## config.mk

```make
export PLATFORM = sky130hd
export DESIGN_NAME = fru_config_sequencer
export DESIGN_NICKNAME = d
export VERILOG_FILES = /design/src/rtl/fru_cfg_pkg.sv /design/src/rtl/cfg_byte_fifo.sv /design/src/rtl/fru_config_sequencer.sv
export SDC_FILE = /design/constraint.sdc
export NUM_CORES = 1
export LEC_CHECK = 0
export CORE_MARGIN = 2
export CORE_UTILIZATION = 45
export DETAILED_ROUTE_END_ITERATION = 8
export REMOVE_ABC_BUFFERS = 1
export SETUP_SLACK_MARGIN = 0.05
export SYNTH_ARGS = -nofsm -noshare
export SYNTH_HDL_FRONTEND = slang
export SYNTH_SLANG_ARGS = --single-unit
```

## constraint.sdc

```tcl
create_clock -name clk -period 6.85 [get_ports clk]
set_clock_uncertainty 0.15 [all_clocks]
set_input_delay 1.0275 -clock clk [delete_from_list [all_inputs] [get_ports clk]]
set_output_delay 1.0275 -clock clk [all_outputs]
set_load 0.005 [all_outputs]
```

## src/rtl/fru_cfg_pkg.sv

```systemverilog
// ---------------------------------------------------------------------------
// fru_cfg_pkg
// Shared types and constants for the filter-reduce-unit configuration
// sequencer: controller state encoding, the idle configId value and the
// FIFO entry layout (image byte plus end-of-image flag).
// ---------------------------------------------------------------------------
package fru_cfg_pkg;

   // Sequencer states, in the order an image moves through them.
   typedef enum logic [2:0] {
      LOAD   = 3'd0,
      DRAIN  = 3'd1,
      GAP    = 3'd2,
      STREAM = 3'd3,
      RESUME = 3'd4
   } cfg_state_t;

   // configId value that no unit answers to.
   localparam logic [7:0] CFG_IDLE_ID = 8'hFF;

   // One buffered image byte and whether it closes the image.
   typedef struct packed {
      logic       last;
      logic [7:0] data;
   } cfg_entry_t;

   // Tracing is held low from the GAP cycle through the RESUME cycle.
   function automatic logic cfg_tracing_off(input cfg_state_t st);
      logic off;
      case (st)
         GAP, STREAM, RESUME: off = 1'b1;
         default:             off = 1'b0;
      endcase
      return off;
   endfunction

endpackage

```

## src/rtl/cfg_byte_fifo.sv

```systemverilog
// ---------------------------------------------------------------------------
// cfg_byte_fifo
// Synchronous show-ahead FIFO of cfg_entry_t. The oldest entry is always
// presented on 'head' straight from the storage registers, so a pop and the
// consumer's capture of 'head' happen on the same edge.
//
// Ports:
//   clk        in   clock, rising edge
//   reset_n    in   asynchronous active-low reset (empties the FIFO)
//   flush      in   synchronous empty, has priority over push/pop
//   push       in   write push_data (ignored when full)
//   push_data  in   entry to write
//   pop        in   drop the head entry (ignored when empty)
//   head       out  oldest entry, valid while !empty
//   full       out  DEPTH entries stored
//   empty      out  no entries stored
//   count      out  number of entries stored
// ---------------------------------------------------------------------------
module cfg_byte_fifo
   import fru_cfg_pkg::*;
#(
   parameter  int unsigned DEPTH = 16,
   localparam int unsigned AW    = $clog2(DEPTH),
   localparam int unsigned CNTW  = AW + 1
) (
   input  logic            clk,
   input  logic            reset_n,
   input  logic            flush,
   input  logic            push,
   input  cfg_entry_t      push_data,
   input  logic            pop,
   output cfg_entry_t      head,
   output logic            full,
   output logic            empty,
   output logic [CNTW-1:0] count
);

   localparam logic [CNTW-1:0] FULL_COUNT = CNTW'(DEPTH);

   cfg_entry_t      mem_r [DEPTH];
   logic [CNTW-1:0] wr_ptr_r;
   logic [CNTW-1:0] rd_ptr_r;
   logic            push_ok_s;
   logic            pop_ok_s;

   // Pointers carry one extra wrap bit so full and empty are distinguishable.
   assign count     = wr_ptr_r - rd_ptr_r;
   assign full      = (count == FULL_COUNT);
   assign empty     = (count == {CNTW{1'b0}});
   assign push_ok_s = push & ~full;
   assign pop_ok_s  = pop & ~empty;
   assign head      = mem_r[rd_ptr_r[AW-1:0]];

   // Storage write; contents need no reset because empty gates every read.
   always_ff @(posedge clk) begin
      if (push_ok_s && !flush) begin
         mem_r[wr_ptr_r[AW-1:0]] <= push_data;
      end
   end

   // Read/write pointer update with flush taking priority.
   always_ff @(posedge clk or negedge reset_n) begin
      if (!reset_n) begin
         wr_ptr_r <= {CNTW{1'b0}};
         rd_ptr_r <= {CNTW{1'b0}};
      end else if (flush) begin
         wr_ptr_r <= {CNTW{1'b0}};
         rd_ptr_r <= {CNTW{1'b0}};
      end else begin
         if (push_ok_s) begin
            wr_ptr_r <= wr_ptr_r + CNTW'(1);
         end
         if (pop_ok_s) begin
            rd_ptr_r <= rd_ptr_r + CNTW'(1);
         end
      end
   end

endmodule

```

## src/rtl/fru_config_sequencer.sv

```systemverilog
// ---------------------------------------------------------------------------
// fru_config_sequencer
// Buffers a configuration image from the host while tracing runs, then
// stalls upstream input, drains the pipeline, drops tracing, streams the
// image one byte per cycle on configId/configData and restores tracing.
//
// Ports:
//   clk           in   clock, rising edge
//   reset_n       in   asynchronous active-low reset
//   host_valid    in   host byte valid
//   host_ready    out  byte accepted when host_valid & host_ready (registered)
//   host_data     in   image byte
//   host_unit_id  in   target configId, sampled with an image's first byte
//   host_last     in   final byte of the image
//   stall_in      out  holds upstream valid_in off
//   tracing       out  shared tracing enable
//   configId      out  shared configuration target
//   configData    out  shared configuration byte
//   done          out  one-cycle pulse as tracing resumes
//   overflow      out  sticky: an image exceeded FIFO_DEPTH bytes
// ---------------------------------------------------------------------------
module fru_config_sequencer
   import fru_cfg_pkg::*;
#(
   parameter int unsigned FIFO_DEPTH     = 16,
   parameter int unsigned DRAIN_CYCLES   = 4,
   parameter logic [7:0]  IDLE_CONFIG_ID = CFG_IDLE_ID
) (
   input  logic       clk,
   input  logic       reset_n,
   input  logic       host_valid,
   output logic       host_ready,
   input  logic [7:0] host_data,
   input  logic [7:0] host_unit_id,
   input  logic       host_last,
   output logic       stall_in,
   output logic       tracing,
   output logic [7:0] configId,
   output logic [7:0] configData,
   output logic       done,
   output logic       overflow
);

   localparam int unsigned AW   = $clog2(FIFO_DEPTH);
   localparam int unsigned CNTW = AW + 1;
   localparam int unsigned CW   = $clog2(DRAIN_CYCLES + 1);
   localparam logic [CNTW-1:0] ALMOST_FULL = CNTW'(FIFO_DEPTH - 1);
   localparam logic [CW-1:0]   DRAIN_LAST  = CW'(DRAIN_CYCLES - 1);

   cfg_state_t      state_r;
   cfg_state_t      next_state_s;
   logic [CW-1:0]   drain_cnt_r;
   logic [CW-1:0]   drain_cnt_next_s;
   logic [7:0]      unit_q_r;
   logic            open_r;
   logic            open_next_s;
   logic            last_out_r;

   logic            host_ready_r;
   logic            stall_r;
   logic            tracing_r;
   logic [7:0]      config_id_r;
   logic [7:0]      config_data_r;
   logic            done_r;
   logic            overflow_r;

   logic            accept_s;
   logic            push_s;
   logic            pop_s;
   logic            flush_s;
   logic            latch_unit_s;
   logic            set_overflow_s;
   logic            ready_next_s;

   cfg_entry_t      push_entry_s;
   cfg_entry_t      head_s;
   logic            fifo_full_s;
   logic            fifo_empty_s;
   logic [CNTW-1:0] fifo_count_s;

   assign accept_s     = host_valid & host_ready_r & (state_r == LOAD);
   assign push_entry_s = {host_last, host_data};

   cfg_byte_fifo #(
      .DEPTH (FIFO_DEPTH)
   ) u_fifo (
      .clk       (clk),
      .reset_n   (reset_n),
      .flush     (flush_s),
      .push      (push_s),
      .push_data (push_entry_s),
      .pop       (pop_s),
      .head      (head_s),
      .full      (fifo_full_s),
      .empty     (fifo_empty_s),
      .count     (fifo_count_s)
   );

   // Next-state, FIFO control and host_ready decision.
   always_comb begin
      next_state_s     = state_r;
      drain_cnt_next_s = drain_cnt_r;
      open_next_s      = open_r;
      ready_next_s     = 1'b0;
      push_s           = 1'b0;
      pop_s            = 1'b0;
      flush_s          = 1'b0;
      latch_unit_s     = 1'b0;
      set_overflow_s   = 1'b0;

      case (state_r)
         LOAD: begin
            ready_next_s = 1'b1;
            if (accept_s) begin
               push_s = 1'b1;
               if (fifo_empty_s && !open_r) begin
                  latch_unit_s = 1'b1;
               end else begin
                  latch_unit_s = 1'b0;
               end
               if (host_last) begin
                  next_state_s     = DRAIN;
                  drain_cnt_next_s = {CW{1'b0}};
                  open_next_s      = 1'b0;
                  ready_next_s     = 1'b0;
               end else if (fifo_count_s == ALMOST_FULL) begin
                  // This byte fills the FIFO; refuse the next one so a late
                  // host_last cannot slip in before the overflow flush.
                  open_next_s  = 1'b1;
                  ready_next_s = 1'b0;
               end else begin
                  open_next_s = 1'b1;
               end
            end else if (fifo_full_s) begin
               // Full with no last byte: drop the image, host must restart.
               flush_s        = 1'b1;
               set_overflow_s = 1'b1;
               open_next_s    = 1'b0;
            end else begin
               open_next_s = open_r;
            end
         end

         DRAIN: begin
            if (drain_cnt_r == DRAIN_LAST) begin
               next_state_s = GAP;
            end else begin
               drain_cnt_next_s = drain_cnt_r + CW'(1);
            end
         end

         GAP: begin
            if (fifo_empty_s) begin
               next_state_s = RESUME;
            end else begin
               next_state_s = STREAM;
               pop_s        = 1'b1;
            end
         end

         STREAM: begin
            // The byte on configData now was popped last edge; stop after
            // the one that carried the last flag.
            if (last_out_r || fifo_empty_s) begin
               next_state_s = RESUME;
            end else begin
               pop_s = 1'b1;
            end
         end

         RESUME: begin
            next_state_s = LOAD;
            ready_next_s = 1'b1;
         end

         default: begin
            next_state_s = LOAD;
            ready_next_s = 1'b1;
         end
      endcase
   end

   // FSM state, drain counter and image bookkeeping.
   always_ff @(posedge clk or negedge reset_n) begin
      if (!reset_n) begin
         state_r     <= LOAD;
         drain_cnt_r <= {CW{1'b0}};
         open_r      <= 1'b0;
         unit_q_r    <= IDLE_CONFIG_ID;
         last_out_r  <= 1'b0;
      end else begin
         state_r     <= next_state_s;
         drain_cnt_r <= drain_cnt_next_s;
         open_r      <= open_next_s;
         unit_q_r    <= latch_unit_s ? host_unit_id : unit_q_r;
         last_out_r  <= pop_s ? head_s.last : 1'b0;
      end
   end

   // Registered outputs, computed from the state being entered.
   always_ff @(posedge clk or negedge reset_n) begin
      if (!reset_n) begin
         host_ready_r  <= 1'b1;
         stall_r       <= 1'b0;
         tracing_r     <= 1'b1;
         config_id_r   <= IDLE_CONFIG_ID;
         config_data_r <= 8'h00;
         done_r        <= 1'b0;
         overflow_r    <= 1'b0;
      end else begin
         host_ready_r  <= ready_next_s;
         stall_r       <= (next_state_s != LOAD);
         tracing_r     <= ~cfg_tracing_off(next_state_s);
         // configId names the unit only alongside a freshly popped byte.
         config_id_r   <= pop_s ? unit_q_r : IDLE_CONFIG_ID;
         config_data_r <= pop_s ? head_s.data : 8'h00;
         done_r        <= (state_r == RESUME) && (next_state_s == LOAD);
         overflow_r    <= overflow_r | set_overflow_s;
      end
   end

   assign host_ready = host_ready_r;
   assign stall_in   = stall_r;
   assign tracing    = tracing_r;
   assign configId   = config_id_r;
   assign configData = config_data_r;
   assign done       = done_r;
   assign overflow   = overflow_r;

endmodule

```

==> results.cfg, run 1 <==
[setup_path]
reg2reg_to = u_fifo.mem_r[13][4]
cp-endpoint = u_fifo.mem_r[13][4]
path_depth = 7
r2r_cells = 7
slowest_delay_ns = 0.92
crit_buf_inv = 1
cp_max_fo = 22
required_ns = 6.75
r2r_setup_slack_ns = 2.32
endpoint_kind = flop
path_cells = inv_1 -> ha_1 -> a21oi_1 -> a211oi_2 -> o211ai_1 -> nand4_1 -> nor2_1
cp-startpoint = u_fifo.rd_ptr_r[2]
crit_type = reg2reg
start_kind = flop
critPathSlowestCell = dfrtp_1
r2r_start = u_fifo.rd_ptr_r[2]
crit_arrival_ns = 4.43
critical_path.top_delay_family = compound AO/OA/AOI/OAI gates

[clock_tree]
cts.sink_count = 191
clkTransAtPathRegs_ns = 0.07
cts_buffers = 17
root_buffer = clkbuf_16
htree_levels = 4
hold_buffers = 0
post_cts_buffers = 0
cts_tree = yes
clock_path_buffers = 2
clk_latency_ns = 0.43
cts-resized-gates = 0

[placement]
post-dp-hpwl_um = 10400
numPortBuffers = 40
routabilityCongestion = 0.800
dp_cells = 698

[final_layout]
drive_gt1_frac = 0.212
final_nets = 524
mostFrequentLayoutCells = edfxtp_1 (144), clkdlybuf4s50_1 (39), mux4_2 (36), nand2_1 (29), dfrtp_1 (28)
fillers = 1409
final_cell_count_no_fill = 730
syn_to_final_growth_pct = 15.0
final_common_cell = edfxtp_1
diodes = 0

[yosys]
syn_inst = 447
syn_avg_cell_area_um2 = 17.4
yosys.area.top_type_share = 0.556
synthTopCellsByArea = edfxtp_1 (56%), mux4_2 (10%), dfrtp_1 (9.3%)
seq_area_frac_synth = 0.710
synthFlopType = edfxtp_1
synth.largest_area_cell = edfxtp_1
ys_async_sr_fraction = 0.246
synth-seq-cells = 191
yosys_warnings = 0
synth_edf_count = 144
netlist_area_um2 = 7770
synth.distinct_cells = 47

[detailed_routing]
drt_wl_total_um = 15900
drt.antenna.violating_nets = 0
wire_per_inst_um = 21.7
vias = 4114
drt_first_pass_iters = 5
drt_iter0_drc = 322
drt-vias-per-instance = 5.64
drc = 0

[power_and_ir_drop]
power_frac_seq = 0.424
power_switching_uw = 1150
pwr-share-clk = 0.254
power_leakage_uw = 0.00311
p_per_area_nw_per_um2 = 396
switching_share = 0.324
power_uw = 3540
power.internal_uw = 2390
ir_worst_vdd_mv = 0.234
power_frac_comb = 0.322

[sta]
finalSetupTns_ns = 0
grt_setup_unrepaired = no
min_period_over_period = 0.661
clock.fmax_mhz = 221
slew_violations = 0
holdWs_ns = 0.356
layout_min_cycle_time_ns = 4.53
maxSlewHeadroom = 0.380
setup_viol = 0
hold_violations = 0
worst_pin_slew_ns = 0.930

[global_route]
grt_pass1_vias = 4200
grt_usage = 0.186
grt_max_degree = 48
antenna_found_initial = 0
grt_overflow = 0
grt_pass1_wl_um = 24400

[floorplan]
initial_core_util = 0.454
die-height_um = 135
num_io_pins = 41
dieArea_um2 = 18300
die_w_um = 135
rows = 48
core_area_um2 = 17100

[status]
outcome = finished, final reports clean

[job]
maxCapViolCount = 0

[hold_path]
hold_path_class = reg2reg
## per-stage QoR
step / area (um^2) / util / setup slack [ns]
after detailed placement: 8400 / 0.491 / 2.32
final: 8940 / 0.522 / 2.32
after floorplan: 7700 / - / 2.46
after global placement: 8400 / 0.491 / 2.50
after global routing: 8940 / 0.522 / 1.98
after CTS: 8940 / 0.522 / 2.32
## metal layers
metal  share of wire  GRT usage  vias up
met2            0.50      0.310      117
met3           0.043     0.0363       20
met1            0.44      0.249     2138
met5               0          0        -
met4           0.014     0.0584        0
li1                -          -     1839
## how the worst min path moves through the flow
stage,from,to,slack [ns],cells past startpoint
final,drain_cnt_r[2],drain_cnt_r[2],0.36,1
after global routing,drain_cnt_r[1],drain_cnt_r[1],0.38,1
after floorplan,overflow,overflow,0.31,1
after global placement,drain_cnt_r[2],drain_cnt_r[2],0.34,1
after CTS,drain_cnt_r[2],drain_cnt_r[2],0.36,1
after detailed placement,drain_cnt_r[2],drain_cnt_r[2],0.34,1
## synth_stat cells (all sizes together), types with 6 or more instances
cell,instances
mux2,10
dfstp,18
inv,12
nand4,6
a21oi,14
or3,9
mux4,36
mux2i,13
and3,13
a211oi,11
ha,11
dfrtp,29
and2,12
o21ai,6
clkbuf,13
nand3,7
nand2,29
edfxtp,144
nor2,12
## cell type report
class                   count  area (um^2)  share of cell area
clock inverters            12         88.8             0.00994
flip-flops and latches    191         5520               0.618
repair buffers             43          418              0.0467
inverters                  13         48.8             0.00546
well taps                 225          282              0.0315
clock buffers              20          447              0.0500
multi-input cells         226         2130               0.238
## flip-flops by register name, indices dropped and copies added, names as in the netlist, 3 cells and up
name             cells
configData           8
configId             8
drain_cnt_r          3
u_fifo.rd_ptr_r      5
u_fifo.wr_ptr_r      5
u_fifo.mem_r       144
state_r              3
unit_q_r             8
## cells by family (layout without fill, tap and decap cells)
group | after synthesis | after routing | synth area share
buffers and inverters | 30 | 88 | 0.0153
muxes | 59 | 59 | 0.136
AOI/OAI and AO/OA | 45 | 45 | 0.0402
xor gates and xnor gates | 4 | 4 | 0.00451
and+or+nand+nor | 106 | 106 | 0.0737
DFF | 191 | 191 | 0.710
adders and majority gates | 12 | 12 | 0.0203
## power groups by stage
stage / sequential (uW) / clock (uW) / combinational [uW]
after global routing: 1520 / 957 / 1250
final: 1500 / 900 / 1140
after detailed placement: 1530 / 0 / 1140
after CTS: 1500 / 914 / 1150
after floorplan: 1560 / 0 / 705
after global placement: 1520 / 0 / 1120
No activity file was read; power rests on OpenSTA's default activity.
==> run 2, diff against run 1 <==
==> constraint.sdc (replaced) <==
create_clock -name clk -period 4.42 [get_ports clk]
set_clock_uncertainty 0.15 [all_clocks]
set_input_delay 0.663 -clock clk [delete_from_list [all_inputs] [get_ports clk]]
set_output_delay 0.663 -clock clk [all_outputs]
set_load 0.005 [all_outputs]
==> run 2 against run 1 <==
Effect of this change:
- register-to-register slack lost 1.4 ns
- worst setup slack got worse by 1.4 ns
- critical path depth unchanged
- combinational power increased by 60%
- critical endpoint is now u_fifo.mem_r[11][1]
==> results.cfg, run 2 (same netlist as run 1, synthesis figures left out) <==
[sta]
maxSlewHeadroom = 0.262
min_period_over_period = 0.800
grt_setup_unrepaired = no
layout_min_cycle_time_ns = 3.54
setup_viol = 0
slew_violations = 0
hold_violations = 0
worst_pin_slew_ns = 1.11
clock.fmax_mhz = 283
finalSetupTns_ns = 0

[detailed_routing]
drt_first_pass_iters = 4
drt_iter0_drc = 310
drt_wl_total_um = 16200
wire_per_inst_um = 22.1
drt.antenna.violating_nets = 0
drt-vias-per-instance = 5.58
vias = 4103
drc = 0

[clock_tree]
hold_buffers = 0
cts.sink_count = 191
cts-resized-gates = 0
clk_latency_ns = 0.43
cts_tree = yes
clkTransAtPathRegs_ns = 0.07
root_buffer = clkbuf_16
cts_buffers = 17
clock_path_buffers = 2
htree_levels = 4
post_cts_buffers = 0

[power_and_ir_drop]
power_leakage_uw = 0.00315
p_per_area_nw_per_um2 = 617
ir_worst_vdd_mv = 0.314

[floorplan]
die-height_um = 135
num_io_pins = 41
die_w_um = 135
rows = 48
initial_core_util = 0.454
core_area_um2 = 17100
dieArea_um2 = 18300

[setup_path]
reg2reg_to = u_fifo.mem_r[11][1]
r2r_setup_slack_ns = 0.88
endpoint_kind = flop
required_ns = 4.34
r2r_start = u_fifo.rd_ptr_r[3]
crit_arrival_ns = 3.46
r2r_cells = 7
cp_max_fo = 12
start_kind = flop
crit_type = reg2reg

[global_route]
grt_overflow = 0
use_met2 = 0.315
grt_pass1_vias = 4207
grt_pass1_wl_um = 25000
gr-usage-met1 = 0.254
busiest_layer = met2
grt_use_met3 = 0.0370
grt_usage = 0.191
antenna_found_initial = 0
grt_max_degree = 48

[status]
outcome = finished, final reports clean

[final_layout]
drive_gt1_frac = 0.227
largest_register_ffs = 144
fillers = 1384
syn_to_final_growth_pct = 15.7
final_common_cell = edfxtp_1
multi_input_area_um2 = 2130
postLayoutCoreUtil = 0.525
regArea_um2 = 5520
final_nets = 529
diodes = 0
mostFrequentLayoutCells = edfxtp_1 (144), clkdlybuf4s50_1 (39), mux4_2 (36), nand2_1 (29), dfrtp_1 (28)

[placement]
routabilityCongestion = 0.831
post-dp-hpwl_um = 10800
numPortBuffers = 40

[hold_path]
hold_path_class = in2async

[job]
maxCapViolCount = 0
## run 2: cell type report
cell class                 instances  area share
clock buffer                      17      0.0473
clock inverter                    15      0.0139
inverter                          13     0.00543
multi-input combinational        226       0.237
sequential                       191       0.614
tap                              225      0.0313
timing repair buffer              48      0.0506
## run 2: worst max path at each step
stage                       startpoint                   to
finish              u_fifo.rd_ptr_r[3]  u_fifo.mem_r[11][1]
detailed placement  u_fifo.wr_ptr_r[0]  u_fifo.mem_r[14][2]
CTS                 u_fifo.rd_ptr_r[3]  u_fifo.mem_r[11][1]
global placement    u_fifo.wr_ptr_r[0]  u_fifo.mem_r[10][2]
floorplan           u_fifo.rd_ptr_r[0]  u_fifo.mem_r[12][0]
global route        u_fifo.rd_ptr_r[3]   u_fifo.mem_r[6][4]
## run 2: worst max-delay path, stage by stage (launching register included)
cell and delay, ns:
dfrtp_1 0.51, inv_1 0.22, ha_1 0.42, a21oi_1 0.31
and3_1 0.30, a211oi_2 0.12, nor4b_1 0.59, and2_1 0.54
## run 2: metal layers
| layer | share of wire | vias up | wire length [um] |
|---|---|---|---|
| li1 | - | 1852 | - |
| met2 | 0.51 | 91 | 8240 |
| met5 | 0 | - | 0 |
| met4 | 0.019 | 0 | 303 |
| met3 | 0.041 | 17 | 659 |
| met1 | 0.43 | 2143 | 7020 |
## run 2: power by group
part	switching, uW	total, uW	internal [uW]	leakage, uW
clock network	703	1440	736	0.000263
logic	1000	1820	817	0.00103
registers	127	2290	2160	0.00185
total	1830	5550	3720	0.00315
## run 2: per-stage QoR
stage	power [uW]	setup slack [ns]	std cells	area [um^2]	hold slack, ns
after floorplan	3520	0.0302	430	7700	0.217
after global placement	4120	0.987	703	8440	0.338
after detailed placement	4160	0.987	703	8440	0.342
after CTS	5590	0.970	735	8990	0.326
after global routing	5830	0.702	735	8990	0.373
final	5550	0.883	735	8990	0.297
==> run 3, diff against run 2 <==
--- a/config.mk
+++ b/config.mk
@@ -8,6 +8,7 @@
 export CORE_MARGIN = 2
 export CORE_UTILIZATION = 45
 export DETAILED_ROUTE_END_ITERATION = 8
+export PLACE_DENSITY = 0.65
 export REMOVE_ABC_BUFFERS = 1
 export SETUP_SLACK_MARGIN = 0.05
 export SYNTH_ARGS = -nofsm -noshare
==> constraint.sdc (replaced) <==
create_clock -name clk -period 3.1 [get_ports clk]
set_clock_uncertainty 0.15 [all_clocks]
set_input_delay 0.465 -clock clk [delete_from_list [all_inputs] [get_ports clk]]
set_output_delay 0.465 -clock clk [all_outputs]
set_load 0.005 [all_outputs]
==> run 3 against run 2 <==
Effect of this change:
- hold slack got worse by 0.30 ns
- sequential power rose by 40%
- clock power rose by 63%
- critical endpoint is now u_fifo.mem_r[5][6]
- combinational power rose by 63%
- global-route usage rose by 0.68 points
- non-clock buffer count rose by 35
- via count rose by 6.4%
- the flow now finishes with violations (negative hold slack)
- maximum frequency rose by 18%
- sequential cell count did not move
- cell area rose by 5.4%
==> results.cfg, run 3 (same netlist as run 1, synthesis figures left out) <==
[placement]
post-dp-hpwl_um = 10900
routabilityCongestion = 0.827
numPortBuffers = 40
dp_cells = 736
pre_cts_slack_ns = 0.0357

[hold_path]
hold_path_class = in2async

[floorplan]
core_area_um2 = 17100
dieArea_um2 = 18300
initial_core_util = 0.454
die_w_um = 135
rows = 48
num_io_pins = 41
die-height_um = 135

[setup_path]
crit_arrival_ns = 3.03
cp_max_fo = 5
r2r_setup_slack_ns = 0.11
r2r_cells = 10
required_ns = 3.15
endpoint_kind = flop
crit_type = reg2reg
start_kind = flop

[global_route]
grt_pass1_vias = 4388
grt_use_met3 = 0.0423
antenna_found_initial = 0
grt_usage = 0.197
use_met2 = 0.308
grt_overflow = 0
grt_pass1_wl_um = 26100
gr-usage-met1 = 0.276
busiest_layer = met2
grt_max_degree = 48

[sta]
clock.fmax_mhz = 335
layout_min_cycle_time_ns = 2.99
maxSlewHeadroom = 0.465
worst_pin_slew_ns = 0.801
slew_violations = 0
holdWs_ns = -0.00397
grt_setup_unrepaired = yes
setup_viol = 0
hold_violations = 12
postLayoutSetupSlackWorst_ns = 0.113
min_period_over_period = 0.964

[final_layout]
largest_register_ffs = 144
final_nets = 564
syn_to_final_growth_pct = 21.9
fillers = 1321
mostFrequentLayoutCells = edfxtp_1 (144), clkdlybuf4s50_1 (39), mux4_2 (36), buf_4 (34), nand2_1 (29)
final_common_cell = edfxtp_1
diodes = 0
final_cell_count_no_fill = 770
drive_gt1_frac = 0.295

[detailed_routing]
drc = 0
drt_first_pass_iters = 4
drt-vias-per-instance = 5.67
vias = 4367
wire_per_inst_um = 22.0
drt.antenna.violating_nets = 0
drt_iter0_drc = 440
drt_wl_total_um = 16900

[clock_tree]
clock_path_buffers = 2
clkTransAtPathRegs_ns = 0.07
cts.sink_count = 191
cts_buffers = 17
clk_latency_ns = 0.43
htree_levels = 4
root_buffer = clkbuf_16
cts_tree = yes

[power_and_ir_drop]
power_leakage_uw = 0.00340
ir_worst_vdd_mv = 0.485
p_per_area_nw_per_um2 = 898

[job]
maxCapViolCount = 0

[status]
violations = negative hold slack
outcome = finished, violations left
run 3: path summary, 6_finish.rpt:
check / to / from
min reg2reg: overflow / overflow
min in group clk: overflow / overflow
max in group asynchronous: u_fifo.rd_ptr_r[0] / reset_n
min: done / reset_n
max: u_fifo.mem_r[5][6] / u_fifo.rd_ptr_r[0]
max reg2reg: u_fifo.mem_r[5][6] / u_fifo.rd_ptr_r[0]
run 3: what timing repair did:
action                                  4_1_cts  5_1_grt
endpoints found under the setup margin       55      131
hold endpoints to repair                      0        0
pin swaps                                     1        5
resized for setup                             2       18
hold buffers                                  0        0
buffers inserted                              0        2
run 3: layout make-up:
| type | count | area [um^2] | share of cell area |
|---|---|---|---|
| multi-input combinational | 226 | 2200 | 0.232 |
| tap | 225 | 282 | 0.0297 |
| timing repair buffer | 83 | 778 | 0.0821 |
| sequential | 191 | 5520 | 0.583 |
| clock inverter | 12 | 201 | 0.0213 |
| inverter | 13 | 48.8 | 0.00515 |
| clock buffer | 20 | 447 | 0.0471 |
run 3: through the flow:
| step | TNS (ns) | instance area (um^2) | hold WS (ns) | power (uW) | util |
|---|---|---|---|---|---|
| 2_1_floorplan | -181.60 | 7700 | 0.0194 | 5010 | - |
| 3_3_place_gp | 0 | 8730 | 0.319 | 6000 | 0.510 |
| 3_5_place_dp | 0 | 8730 | 0.339 | 6060 | 0.510 |
| 4_1_cts | 0 | 9380 | 0.00452 | 8450 | 0.548 |
| 5_1_grt | -0.00209 | 9480 | 0.0436 | 8960 | 0.554 |
| 6_report | 0 | 9480 | -0.00397 | 8520 | 0.554 |
run 3: critical path, stage by stage (launching register included):
cell	delay (ns)
dfrtp_2	0.40
ha_1	0.20
inv_1	0.07
fa_2	0.46
nand3b_1	0.22
a211o_1	0.30
a211oi_4	0.35
nor4b_2	0.09
buf_4	0.16
and2_1	0.17
buf_4	0.16
run 3: per-layer routing:
metal	wire length (um)	share of wire
met1	7700	0.45
met2	8040	0.47
met3	829	0.049
met4	366	0.022
met5	0	0
run 3: where the power goes:
part / internal (uW) / switching [uW]
Combinational: 1360 / 1600
Clock: 1400 / 955
Sequential: 3090 / 117
